File: src/rtl/fir_stream_feeder_pkg.sv
// Shared definitions for the FIR stream feeder: default sizes, FSM states,
// and the {valid,last} tag that travels alongside each sample.
package fir_stream_feeder_pkg;

    localparam int unsigned DATA_W_DEF      = 13;
    localparam int unsigned FIFO_DEPTH_DEF  = 16;
    localparam int unsigned NUM_TAPS_DEF    = 34;
    localparam int unsigned FIR_LATENCY_DEF = 68;
    localparam int unsigned CNT_W_DEF       = 16;

    typedef enum logic [1:0] {
        ST_IDLE   = 2'd0,
        ST_STREAM = 2'd1,
        ST_FLUSH  = 2'd2,
        ST_DRAIN  = 2'd3
    } state_t;

    // Tag carried through the FIR-latency pipeline
    typedef struct packed {
        logic v;
        logic l;
    } tag_t;

endpackage

File: src/rtl/sync_fifo.sv
// Synchronous FIFO with first-word-valid output.
// Ports: clk, rst (sync, active-high), push/din/full on the write side,
//        pop/dout/empty on the read side. dout is valid whenever !empty.
// A push while full is accepted only together with a pop (pass-through).
module sync_fifo #(
    parameter int unsigned WIDTH = 14,
    parameter int unsigned DEPTH = 16
) (
    input  logic             clk,
    input  logic             rst,
    input  logic             push,
    input  logic [WIDTH-1:0] din,
    output logic             full,
    input  logic             pop,
    output logic [WIDTH-1:0] dout,
    output logic             empty
);

    localparam int unsigned AW = $clog2(DEPTH);

    logic [WIDTH-1:0] mem [DEPTH];
    logic [AW:0]      wr_ptr;
    logic [AW:0]      rd_ptr;
    logic             do_push;
    logic             do_pop;

    // Extra pointer bit distinguishes full from empty
    assign empty   = (wr_ptr == rd_ptr);
    assign full    = (wr_ptr[AW] != rd_ptr[AW]) && (wr_ptr[AW-1:0] == rd_ptr[AW-1:0]);
    assign do_pop  = pop && !empty;
    assign do_push = push && (!full || do_pop);
    assign dout    = mem[rd_ptr[AW-1:0]];

    // Storage: no reset needed, contents qualified by the pointers
    always_ff @(posedge clk) begin
        if (do_push) begin
            mem[wr_ptr[AW-1:0]] <= din;
        end
    end

    // Pointers
    always_ff @(posedge clk) begin
        if (rst) begin
            wr_ptr <= '0;
            rd_ptr <= '0;
        end else begin
            if (do_push) begin
                wr_ptr <= wr_ptr + (AW+1)'(1);
            end
            if (do_pop) begin
                rd_ptr <= rd_ptr + (AW+1)'(1);
            end
        end
    end

endmodule

File: src/rtl/fir_stream_feeder.sv
// Drive side of a free-running symmetric FIR: buffers upstream sample blocks,
// feeds fir_x every cycle, appends NUM_TAPS-1 zero tail samples per block,
// and re-aligns fir_dataout into a valid/last stream via a tag pipeline.
// Ports: s_valid/s_data/s_last/s_ready  upstream handshake
//        fir_x / fir_dataout             FIR input / output
//        m_valid/m_data/m_last           aligned output stream (no backpressure)
//        underrun_cnt                    saturating count of starved STREAM cycles
//        busy                            FSM not in IDLE
module fir_stream_feeder
    import fir_stream_feeder_pkg::*;
#(
    parameter int unsigned DATA_W      = DATA_W_DEF,
    parameter int unsigned FIFO_DEPTH  = FIFO_DEPTH_DEF,
    parameter int unsigned NUM_TAPS    = NUM_TAPS_DEF,
    parameter int unsigned FIR_LATENCY = FIR_LATENCY_DEF,
    parameter int unsigned CNT_W       = CNT_W_DEF
) (
    input  logic              clk,
    input  logic              rst,
    input  logic              s_valid,
    input  logic [DATA_W-1:0] s_data,
    input  logic              s_last,
    output logic              s_ready,
    output logic [DATA_W-1:0] fir_x,
    input  logic [DATA_W-1:0] fir_dataout,
    output logic              m_valid,
    output logic [DATA_W-1:0] m_data,
    output logic              m_last,
    output logic [CNT_W-1:0]  underrun_cnt,
    output logic              busy
);

    localparam int unsigned WORD_W = DATA_W + 1;
    localparam int unsigned FL_W   = $clog2(NUM_TAPS);
    localparam int unsigned DR_W   = $clog2(FIR_LATENCY + 1);

    state_t            state;
    state_t            state_d;
    logic [DATA_W-1:0] x_d;
    tag_t              tag_x;
    tag_t              tag_d;
    logic [FL_W-1:0]   flush_cnt;
    logic [FL_W-1:0]   flush_d;
    logic [DR_W-1:0]   drain_cnt;
    logic [DR_W-1:0]   drain_d;
    logic [CNT_W-1:0]  under_d;
    tag_t              tag_pipe [FIR_LATENCY];

    logic              fifo_push;
    logic              fifo_pop;
    logic              fifo_full;
    logic              fifo_empty;
    logic [WORD_W-1:0] fifo_dout;

    // Not ready while reset is applied, otherwise only gated by FIFO space
    assign s_ready   = !fifo_full && !rst;
    assign fifo_push = s_valid && s_ready;
    assign busy      = (state != ST_IDLE);

    sync_fifo #(
        .WIDTH (WORD_W),
        .DEPTH (FIFO_DEPTH)
    ) u_fifo (
        .clk   (clk),
        .rst   (rst),
        .push  (fifo_push),
        .din   ({s_last, s_data}),
        .full  (fifo_full),
        .pop   (fifo_pop),
        .dout  (fifo_dout),
        .empty (fifo_empty)
    );

    // Next-state and next-output logic
    always_comb begin
        state_d  = state;
        x_d      = '0;
        tag_d    = '0;
        flush_d  = flush_cnt;
        drain_d  = drain_cnt;
        under_d  = underrun_cnt;
        fifo_pop = 1'b0;
        case (state)
            ST_IDLE: begin
                if (!fifo_empty) begin
                    state_d = ST_STREAM;
                end
            end
            ST_STREAM: begin
                if (!fifo_empty) begin
                    fifo_pop = 1'b1;
                    x_d      = fifo_dout[DATA_W-1:0];
                    tag_d.v  = 1'b1;
                    if (fifo_dout[DATA_W]) begin
                        state_d = ST_FLUSH;
                        flush_d = FL_W'(NUM_TAPS - 2);
                    end
                end else if (underrun_cnt != '1) begin
                    // Starved: a zero goes into the filter untagged
                    under_d = underrun_cnt + CNT_W'(1);
                end
            end
            ST_FLUSH: begin
                tag_d.v = 1'b1;
                tag_d.l = (flush_cnt == '0);
                if (flush_cnt == '0) begin
                    state_d = ST_DRAIN;
                    drain_d = DR_W'(FIR_LATENCY - 1);
                end else begin
                    flush_d = flush_cnt - FL_W'(1);
                end
            end
            ST_DRAIN: begin
                if (drain_cnt == '0) begin
                    state_d = ST_IDLE;
                end else begin
                    drain_d = drain_cnt - DR_W'(1);
                end
            end
            default: begin
                state_d = ST_IDLE;
            end
        endcase
    end

    // State and FIR-input registers
    always_ff @(posedge clk) begin
        if (rst) begin
            state        <= ST_IDLE;
            fir_x        <= '0;
            tag_x        <= '0;
            flush_cnt    <= '0;
            drain_cnt    <= '0;
            underrun_cnt <= '0;
        end else begin
            state        <= state_d;
            fir_x        <= x_d;
            tag_x        <= tag_d;
            flush_cnt    <= flush_d;
            drain_cnt    <= drain_d;
            underrun_cnt <= under_d;
        end
    end

    // Tag pipeline matches the FIR latency; output stage registers the aligned result
    always_ff @(posedge clk) begin
        if (rst) begin
            for (int unsigned i = 0; i < FIR_LATENCY; i++) begin
                tag_pipe[i] <= '0;
            end
            m_valid <= 1'b0;
            m_last  <= 1'b0;
            m_data  <= '0;
        end else begin
            tag_pipe[0] <= tag_x;
            for (int unsigned i = 1; i < FIR_LATENCY; i++) begin
                tag_pipe[i] <= tag_pipe[i-1];
            end
            m_valid <= tag_pipe[FIR_LATENCY-1].v;
            m_last  <= tag_pipe[FIR_LATENCY-1].l;
            m_data  <= tag_pipe[FIR_LATENCY-1].v ? fir_dataout : '0;
        end
    end

endmodule

File: config.mk
export PLATFORM = sky130hd
export DESIGN_NAME = fir_stream_feeder
export DESIGN_NICKNAME = d
export VERILOG_FILES = /design/src/rtl/fir_stream_feeder_pkg.sv /design/src/rtl/sync_fifo.sv /design/src/rtl/fir_stream_feeder.sv
export SDC_FILE = /design/constraint.sdc
export NUM_CORES = 1
export LEC_CHECK = 0
export CELL_PAD_IN_SITES_DETAIL_PLACEMENT = 2
export CELL_PAD_IN_SITES_GLOBAL_PLACEMENT = 2
export CORE_ASPECT_RATIO = 0.6
export CORE_MARGIN = 1.5
export CORE_UTILIZATION = 47
export DETAILED_ROUTE_END_ITERATION = 6
export GPL_TIMING_DRIVEN = 1
export PLACE_DENSITY = 0.92
export SKIP_CTS_REPAIR_TIMING = 1
export SLEW_MARGIN = 30
export SYNTH_ARGS = -nofsm -noshare
export SYNTH_HDL_FRONTEND = slang
export SYNTH_SLANG_ARGS = --single-unit
File: constraint.sdc
create_clock -name clk -period 7.6 [get_ports clk]
set_clock_uncertainty 0.15 [all_clocks]
set_input_delay 1.52 -clock clk [delete_from_list [all_inputs] [get_ports clk]]
set_output_delay 1.52 -clock clk [all_outputs]
set_load 0.02 [all_outputs]
==> results of run 1 <==
worst register-to-register path, cell delays in order (launching register included):
cell	delay, ns
sky130_fd_sc_hd__dfxtp_1	0.90
sky130_fd_sc_hd__xnor2_1	0.27
sky130_fd_sc_hd__and4_1	0.49
sky130_fd_sc_hd__nand3_1	0.74
sky130_fd_sc_hd__o41ai_1	1.05
sky130_fd_sc_hd__a21oi_1	0.17
cell type report:
class,count,area (um2),share of cell area
Multi-Input combinational cell,477,4270,0.237
Sequential cell,435,11000,0.607
Clock inverter,14,149,0.00825
Clock buffer,58,1160,0.0643
Timing Repair Buffer,91,880,0.0487
Tap cell,424,531,0.0294
Inverter,22,82.6,0.00458
Antenna cell,5,12.5,0.000693
cell families after synthesis:
| family | Yosys count | synth area share |
|---|---|---|
| simple gates | 288 | 0.108 |
| flops | 435 | 0.708 |
| compound gates | 80 | 0.0385 |
| mux | 78 | 0.105 |
| fa+ha+maj | 15 | 0.0121 |
| buf+inv | 70 | 0.0185 |
| xor+xnor | 16 | 0.00955 |
metal layers:
layer	GRT usage	up-vias
li1	-	3794
met1	0.423	4968
met2	0.533	693
met3	0.0855	129
met4	0.117	0
met5	0	-
final timing paths:
| path | slack, ns | cells after the start | end |
|---|---|---|---|
| max | 2.94 | 4 | s_ready |
| min | 0.27 | 1 | tag_pipe[0][124]$_SDFF_PP0_ |
| max reg2reg | 3.69 | 5 | underrun_cnt[15]$_SDFFE_PP0P_ |
| min reg2reg | 0.27 | 1 | tag_pipe[0][124]$_SDFF_PP0_ |
power by group through the flow:
stage | clock network (W) | registers [W] | logic (W)
4_1_cts | 0.00213 | 0.00257 | 0.000676
3_5_place_dp | 0 | 0.00262 | 0.000627
2_1_floorplan | 0 | 0.00260 | 0.000392
5_1_grt | 0.00220 | 0.00258 | 0.000716
6_report | 0.00211 | 0.00257 | 0.000694
3_3_place_gp | 0 | 0.00260 | 0.000557
state kept, by name (all words and copies together), names as in the netlist, named ones only:
register and cells:
u_fifo.mem 224, tag_pipe 136, underrun_cnt 16, fir_x 13
m_data 13, drain_cnt 7, flush_cnt 6, u_fifo.rd_ptr 5
u_fifo.wr_ptr 5, state 2, tag_x 2, m_last 1
m_valid 1
cells in the mapped netlist, drive strengths merged:
library cell  instances  area share
nor3                 13      0.0049
o22ai                 5      0.0032
or3                   4      0.0016
o31a                  2      0.0011
o22a                  1     0.00057
o31ai                12      0.0058
dfxtp               211        0.27
o2111ai               5      0.0028
a21oi                20      0.0065
or2                   1     0.00040
a31oi                 3      0.0012
a31o                  1     0.00057
xnor2                 9      0.0051
mux2i                 6      0.0039
nand2                27      0.0066
o41ai                 3      0.0017
or4                  15      0.0075
ha                   15       0.012
a21o                  1     0.00049
nor4                  6      0.0024
a311oi                2      0.0011
o21a                  4      0.0019
o211ai                6      0.0038
o221a                 2      0.0020
mux4                 67       0.098
and3                  1     0.00040
inv                  22      0.0053
nor4b                 1     0.00057
nor2b               152       0.061
o21ai                 8      0.0031
nor2                 32      0.0078
mux2                  5      0.0039
buf                  15      0.0052
xor2                  7      0.0045
o311ai                1     0.00057
and2                 13      0.0053
nand4                 9      0.0036
clkbuf               33      0.0080
and4                  1     0.00057
nand2b                4      0.0016
edfxtp              224        0.44
a211oi                4      0.0019
nand3                 9      0.0029
per-stage QoR:
stage	util	instance area, um2	cells	hold slack, ns	setup slack [ns]
floorplan	-	15500	982	0.264	3.49
global placement	0.515	16700	1448	0.266	2.98
detailed placement	0.515	16700	1448	0.277	2.83
CTS	0.556	18000	1520	0.281	3.00
global route	0.556	18000	1522	0.294	2.96
finish	0.557	18000	1526	0.269	2.94
==> results.md, run 1 <==
Place:
- The final weighted congestion of routability-driven global placement is 0.825.
- After legalization and detailed placement, the total HPWL measured 31.6 mm.
- The count of buffers added on input and output ports is 75.

GRT:
- The global routing usage summed across all routing layers is 0.325.
- The number of antenna violations at the first check in global routing is 8.
- The first-pass GRT wire length is 77.4 mm.
- The remaining global-route overflow is 0.
- The number of global-route vias before repair is 10200.
- Entering global routing, the biggest net connects 113 pins.

Critical path:
- The signal on the critical path passes through xnor2_1 -> and4_1 -> a21oi_1 -> clkdlybuf4s50_1.
- Together, buffers and inverters on the worst path number 1.
- In this run the worst path has a maximum fanout of 10.
- For the worst setup path, the data required time is 5.93 ns.
- The sort of element at the start of the critical path is a flop.
- The slowest stage of the critical path is the sky130_fd_sc_hd__dfxtp_1 cell.
- Data on the critical path arrives at its endpoint at 2.99 ns.
- The kind of cell adding the most delay to the critical path is flip-flops.
- The critical path starts at u_fifo.wr_ptr[2]$_SDFFE_PP0P_.
- The nature of the critical path endpoint is an output pin.
- The setup path with the least slack is of type reg -> out.
- The largest single stage delay on the critical path is about 0.90 ns.
- The reg-to-reg startpoint is u_fifo.wr_ptr[2]$_SDFFE_PP0P_.

Floorplan:
- The core box area is about 32000 um2.
- The initial utilization of the core area, before any placement, comes to 0.477.
- The die area is ~34000 um2.
- In this run the count of I/O pins placed on the die edge is 76.
- The die outline height is between 100 and 150 um.
- The die extent in x is 237 um.
- The initialized floorplan defines 51 standard-cell rows.

Power:
- Of the total power, the clock network draws 0.392.
- The leakage power figure is 5.99 nW.
- The total power is roughly 0.0054 W.
- The share of total power dissipated in combinational logic is 0.129.
- The switching power share of the total is 0.271.
- The worst-case IR drop observed on VDD is 0.138 mV.
- The share of power burned in registers is 0.479.
- The power density of the placed cells is 298 nW/um2.
- Internal power comes to approximately 0.0039 W.
- The reported net switching power is 0.00146 W.

Detailed routing:
- The first detailed-routing pass took 7 iterations.
- The detailed router finished its first iteration with 1218 violations.
- The uppermost layer routed is met4.
- For this block, wires on met1 add up to around 21 mm.
- The remaining design rule violation count is 0.
- For this block, the routed nets add up to 54.4 mm of wire.
- The count of vias placed by the detailed router is 9584.
- The wire length on met3 is 5.37 mm.
- The detail route stage leaves a number of antenna-violating nets equal to 0.
- Dividing the detail-routed wire length by the instance count gives 35.6 um.
- Dividing the detail-routed via count by the number of cells gives 6.28.
- Summed over all nets, wire length on met2 after detailed routing comes to 25.9 mm.

Final layout:
- The library cell used most frequently in the layout, excluding fill and tap cells, is sky130_fd_sc_hd__edfxtp_1.
- At the end of the flow, the number of nets in the layout was 1112.
- The fraction of final layout cells with drive strength greater than 1 is 0.156.
- Compared with the post-synthesis result, the final layout area differs by 16.7%.
- Fill cells in the final layout number approximately 2800.
- The top cell types in the final layout, fill and taps aside, are 224 x sky130_fd_sc_hd__edfxtp_1, 208 x sky130_fd_sc_hd__dfxtp_1, 152 x sky130_fd_sc_hd__nor2b_1.

Yosys:
- The cell count after synthesis came out at 982.
- The number of register bits inferred by synthesis is 435.
- Yosys printed 0 warnings.
- The number of distinct library cells after synthesis is 54.
- Summing every instance area after synthesis gives roughly 15000 um2.
- The number of nets in the synthesized netlist is 1027.
- In this run the mean area of a mapped cell was 15.7 um2.
- Of the synthesized area, sequential elements account for 0.708.

Clocking:
- The clock reaches the later pin of the worst-skew pair after around 0.56 ns.
- TritonCTS built the clock tree.
- The clock drives 435 sinks.
- The number of levels in the clock H-tree is 2.
- Counting the buffers created by CTS gives 40.
- The root buffer selected by CTS is sky130_fd_sc_hd__clkbuf_16.
- The clock transition time at the flip-flop clock pins of the worst setup and hold paths is around 0.07 ns.
- No sink is reached through more buffers than the 3 on the longest clock path.

Timing:
- In this run the tightest slew margin relative to its limit is 0.226.
- Setup repair after global routing left no endpoint under its margin.
- The count of pins over their slew limit was 0.
- The number of hold violations in the final report is 0.
- Adding up every negative setup slack in the final design gives 0 ns.
- At the pin with the least slew margin, the transition time is ~1.2 ns.
- Timing would allow up to 0.215 GHz.
- The final period utilization is 0.613.
- The final setup violation count is 0.
- The post-route minimum period is ~4.7 ns.

Hold path:
- In this run the most critical hold path is launched from tag_pipe[0][122]$_SDFF_PP0_.
- The type of the worst min-delay path is reg -> reg.

Outcome:
- The run finished with clean final reports.

Flow run:
- The max-cap check violation count is 0.
(Power assumes the default switching activity.)
==> inputs of run 2 (changes only) <==
Settings changed: CORE_UTILIZATION 47 to 40, PLACE_DENSITY 0.92 to 0.84.
Clock period 7.6 ns to 3.88 ns, I/O delays scaled along.
==> run 2 against run 1 <==
Effect of this change: via count decreased by 5.3%; clock-buffer cell count increased by 6; clock power increased by 82%; critical endpoint unchanged; sequential share of layout area decreased by 0.17 points; wire length decreased by 12%; setup slack got worse by 2.7 ns; hold slack improved by 0.013 ns; first-iteration DRC count decreased by 29%; global-route usage decreased by 8.3 points; cell area increased by 0.28%; register-to-register slack got worse by 3.0 ns; sequential cell count unchanged.
==> results.md, run 2 (synthesis results as in run 1) <==
Clocking:
- The number of levels in the clock H-tree is 2 (unchanged).
- The number of sinks on the clock net is 435 (unchanged).
- TritonCTS built the clock tree.
- The clock tree buffer depth was 3 (unchanged).
- The clock network latency to the later pin of the worst-skew pair came to 0.55 ns (about the same).
- The CTS buffer count was 40 (unchanged).
- The tree is rooted in a sky130_fd_sc_hd__clkbuf_16.
- The clock transition time at the flip-flop clock pins of the worst setup and hold paths is 0.08 ns (about the same).

Floorplan:
- The core box area is 37900 um2 (+17%).
- The die outline height came to 155 um (+8.2%).
- The placement row count was 55 (+7.8%).
- The die extent in x is 257 um (+8.3%).
- The starting utilization of the core area is 0.408 (-0.0692).
- The die area is 39900 um2 (+17%).
- The I/O pin count is 76 (unchanged).

Critical path:
- The worst-path maximum fanout is 10 (unchanged).
- The required time at the worst-slack endpoint came to 2.95 ns (-2.98 ns).
- The worst setup path is captured at an output pin.
- The sort of element at the start of the critical path is a flop.
- The critical path in this run is classified as reg -> out.
- The worst path arrival time was 2.72 ns (-0.27 ns).

Place:
- The count of input and output buffers is 75 (unchanged).
- The half-perimeter wire length after placement is 30.4 mm (-3.8%).
- The post-placement setup slack came to 0.741 ns (-2.09 ns).
- The final weighted congestion of routability-driven global placement was 0.820 (-0.50%).

Final layout:
- The area of the multi-input gates is 4250 um2 (-0.64%).
- The antenna diode count is 0 (-5).
- The library cells used most frequently in the layout, excluding fill and tap cells, are 224 x sky130_fd_sc_hd__edfxtp_1, 209 x sky130_fd_sc_hd__dfxtp_1, 152 x sky130_fd_sc_hd__nor2b_1.
- The count of nets after finishing is 1122 (+0.90%).
- Relative to the synthesized area, the layout overhead comes to 17.0%.
- The flip-flop count of the largest register after layout is 224 (unchanged).
- The number of fillers in the final layout is 3457 (+25%).
- Leaving out fill and tap cells, the most frequent cell in the layout is sky130_fd_sc_hd__edfxtp_1.
- The flip-flop and latch area was 11000 um2 (about the same).
- The fraction of final layout cells with drive strength greater than 1 is 0.153 (-0.00308).

Detailed routing:
- The count of vias placed by the detailed router is 9077 (-5.3%).
- The via-per-instance ratio is 5.61 (-11%).
- The routed metal-1 wirelength came to 19.5 mm (-8.0%).
- The remaining design rule violation count is 0 (unchanged).
- The detailed-route wire length per cell is 29.5 um (-17%).
- The initial DRC count is 860 (-29%).
- The count of nets left with antenna violations after detail routing is 0 (unchanged).
- The sum of routed wire length over all layers is 47.8 mm (-12%).
- The routed length on met2 came to 23.2 mm (-11%).
- The wire length on met3 is 3.22 mm (-40%).
- The number of detailed-route iterations in the first pass is 5 (-2).
- The detailed router used layers up to and including met4.

Timing:
- The relative slew slack is 0.287 (+0.0612).
- Static timing analysis puts the maximum clock frequency at 0.274 GHz.
- The number of hold violations in the final report is 0 (unchanged).
- The worst path setup slack after routing is 0.230 ns (-2.71 ns).
- The final setup violation count is 0 (unchanged).
- The final period utilization is 0.941.
- The worst path needs 3.65 ns of the cycle, external delays included.
- The count of pins over their slew limit is 0 (unchanged).
- The slew of the pin with the lowest slew margin is 1.05 ns (-0.103 ns).
- Setup repair after global routing left no endpoint under its margin.
- The total negative slack for setup checks is 0 ns (unchanged).

GRT:
- The pin count of the biggest net entering global routing was 75 (-34%).
- The first-pass GRT wire length is 69.7 mm (-9.9%).
- The number of global-route vias before repair is 9824 (-3.8%).
- The remaining global-route overflow is 0 (unchanged).
- The global routing usage summed across all routing layers was 0.243 (-0.0826).
- The number of antenna violations at the first check in global routing is 2 (-6).

Power:
- The power density of the placed cells came to 561 nW/um2 (+88%).
- The leakage power figure is 6.00 nW (+0.21%).
- The worst-case vdd ir drop was 0.267 mV (+94%).

Hold path:
- The tightest min-delay check is of the reg -> reg type.

Flow run:
- The max-cap check violation count is 0 (unchanged).

Outcome:
- The run finished with clean final reports.
==> run 2: changes by cell type in the layout (fill, tap and decap cells not counted), sizes merged <==
cell,previous run,this run
clkinv,11,6
clkinvlp,0,1
bufinv,3,0
diode,5,0
buf,17,27
clkbuf,58,64
==> run 2: area by class of cell <==
cell class | instances | area share
clock inverters | 7 | 0.00207
repair buffers | 101 | 0.0523
flip-flops and latches | 435 | 0.605
clock buffers | 64 | 0.0654
multi-input cells | 477 | 0.235
inverters | 22 | 0.00456
well taps | 513 | 0.0355
==> run 2: critical path, cell delays in order, from the launching register on <==
cell and delay (ns):
sky130_fd_sc_hd__dfxtp_1 0.64, sky130_fd_sc_hd__xnor2_1 0.18, sky130_fd_sc_hd__and4_1 0.32, sky130_fd_sc_hd__a21oi_1 0.35
sky130_fd_sc_hd__clkdlybuf4s50_1 0.68
==> run 2: metal layers <==
layer	track usage	vias up
met5	0	-
met4	0.102	0
met3	0.0515	107
met2	0.404	409
met1	0.310	4767
li1	-	3794
==> run 2: final timing paths <==
kind                                       from                       endpoint  slack [ns]  cells past startpoint
hold reg to reg     tag_pipe[0][117]$_SDFF_PP0_    tag_pipe[0][119]$_SDFF_PP0_        0.28                      1
hold / removal      tag_pipe[0][117]$_SDFF_PP0_    tag_pipe[0][119]$_SDFF_PP0_        0.28                      1
setup / recovery  u_fifo.wr_ptr[2]$_SDFFE_PP0P_                        s_ready        0.23                      4
setup reg to reg  u_fifo.wr_ptr[2]$_SDFFE_PP0P_  underrun_cnt[15]$_SDFFE_PP0P_        0.68                      5
==> run 2: power breakdown <==
part / leakage, nW / internal (W) / total [W] / switching (W)
sequential: 3.72 / 0.00492 / 0.00506 / 0.000140
clock: 0.595 / 0.00209 / 0.00383 / 0.00173
combinational: 1.69 / 0.000474 / 0.00127 / 0.000793
total: 6.00 / 0.00749 / 0.0102 / 0.00266
==> run 2: metrics by stage <==
step,utilization,std cells,power (W),hold WS (ns),cell area [um2]
3_3_place_gp,0.445,1548,0.00620,0.266,16900
5_1_grt,0.477,1619,0.0105,0.306,18100
4_1_cts,0.477,1619,0.0102,0.292,18100
3_5_place_dp,0.445,1548,0.00635,0.277,16900
2_1_floorplan,-,982,0.00586,0.264,15500
6_report,0.477,1619,0.0102,0.283,18100
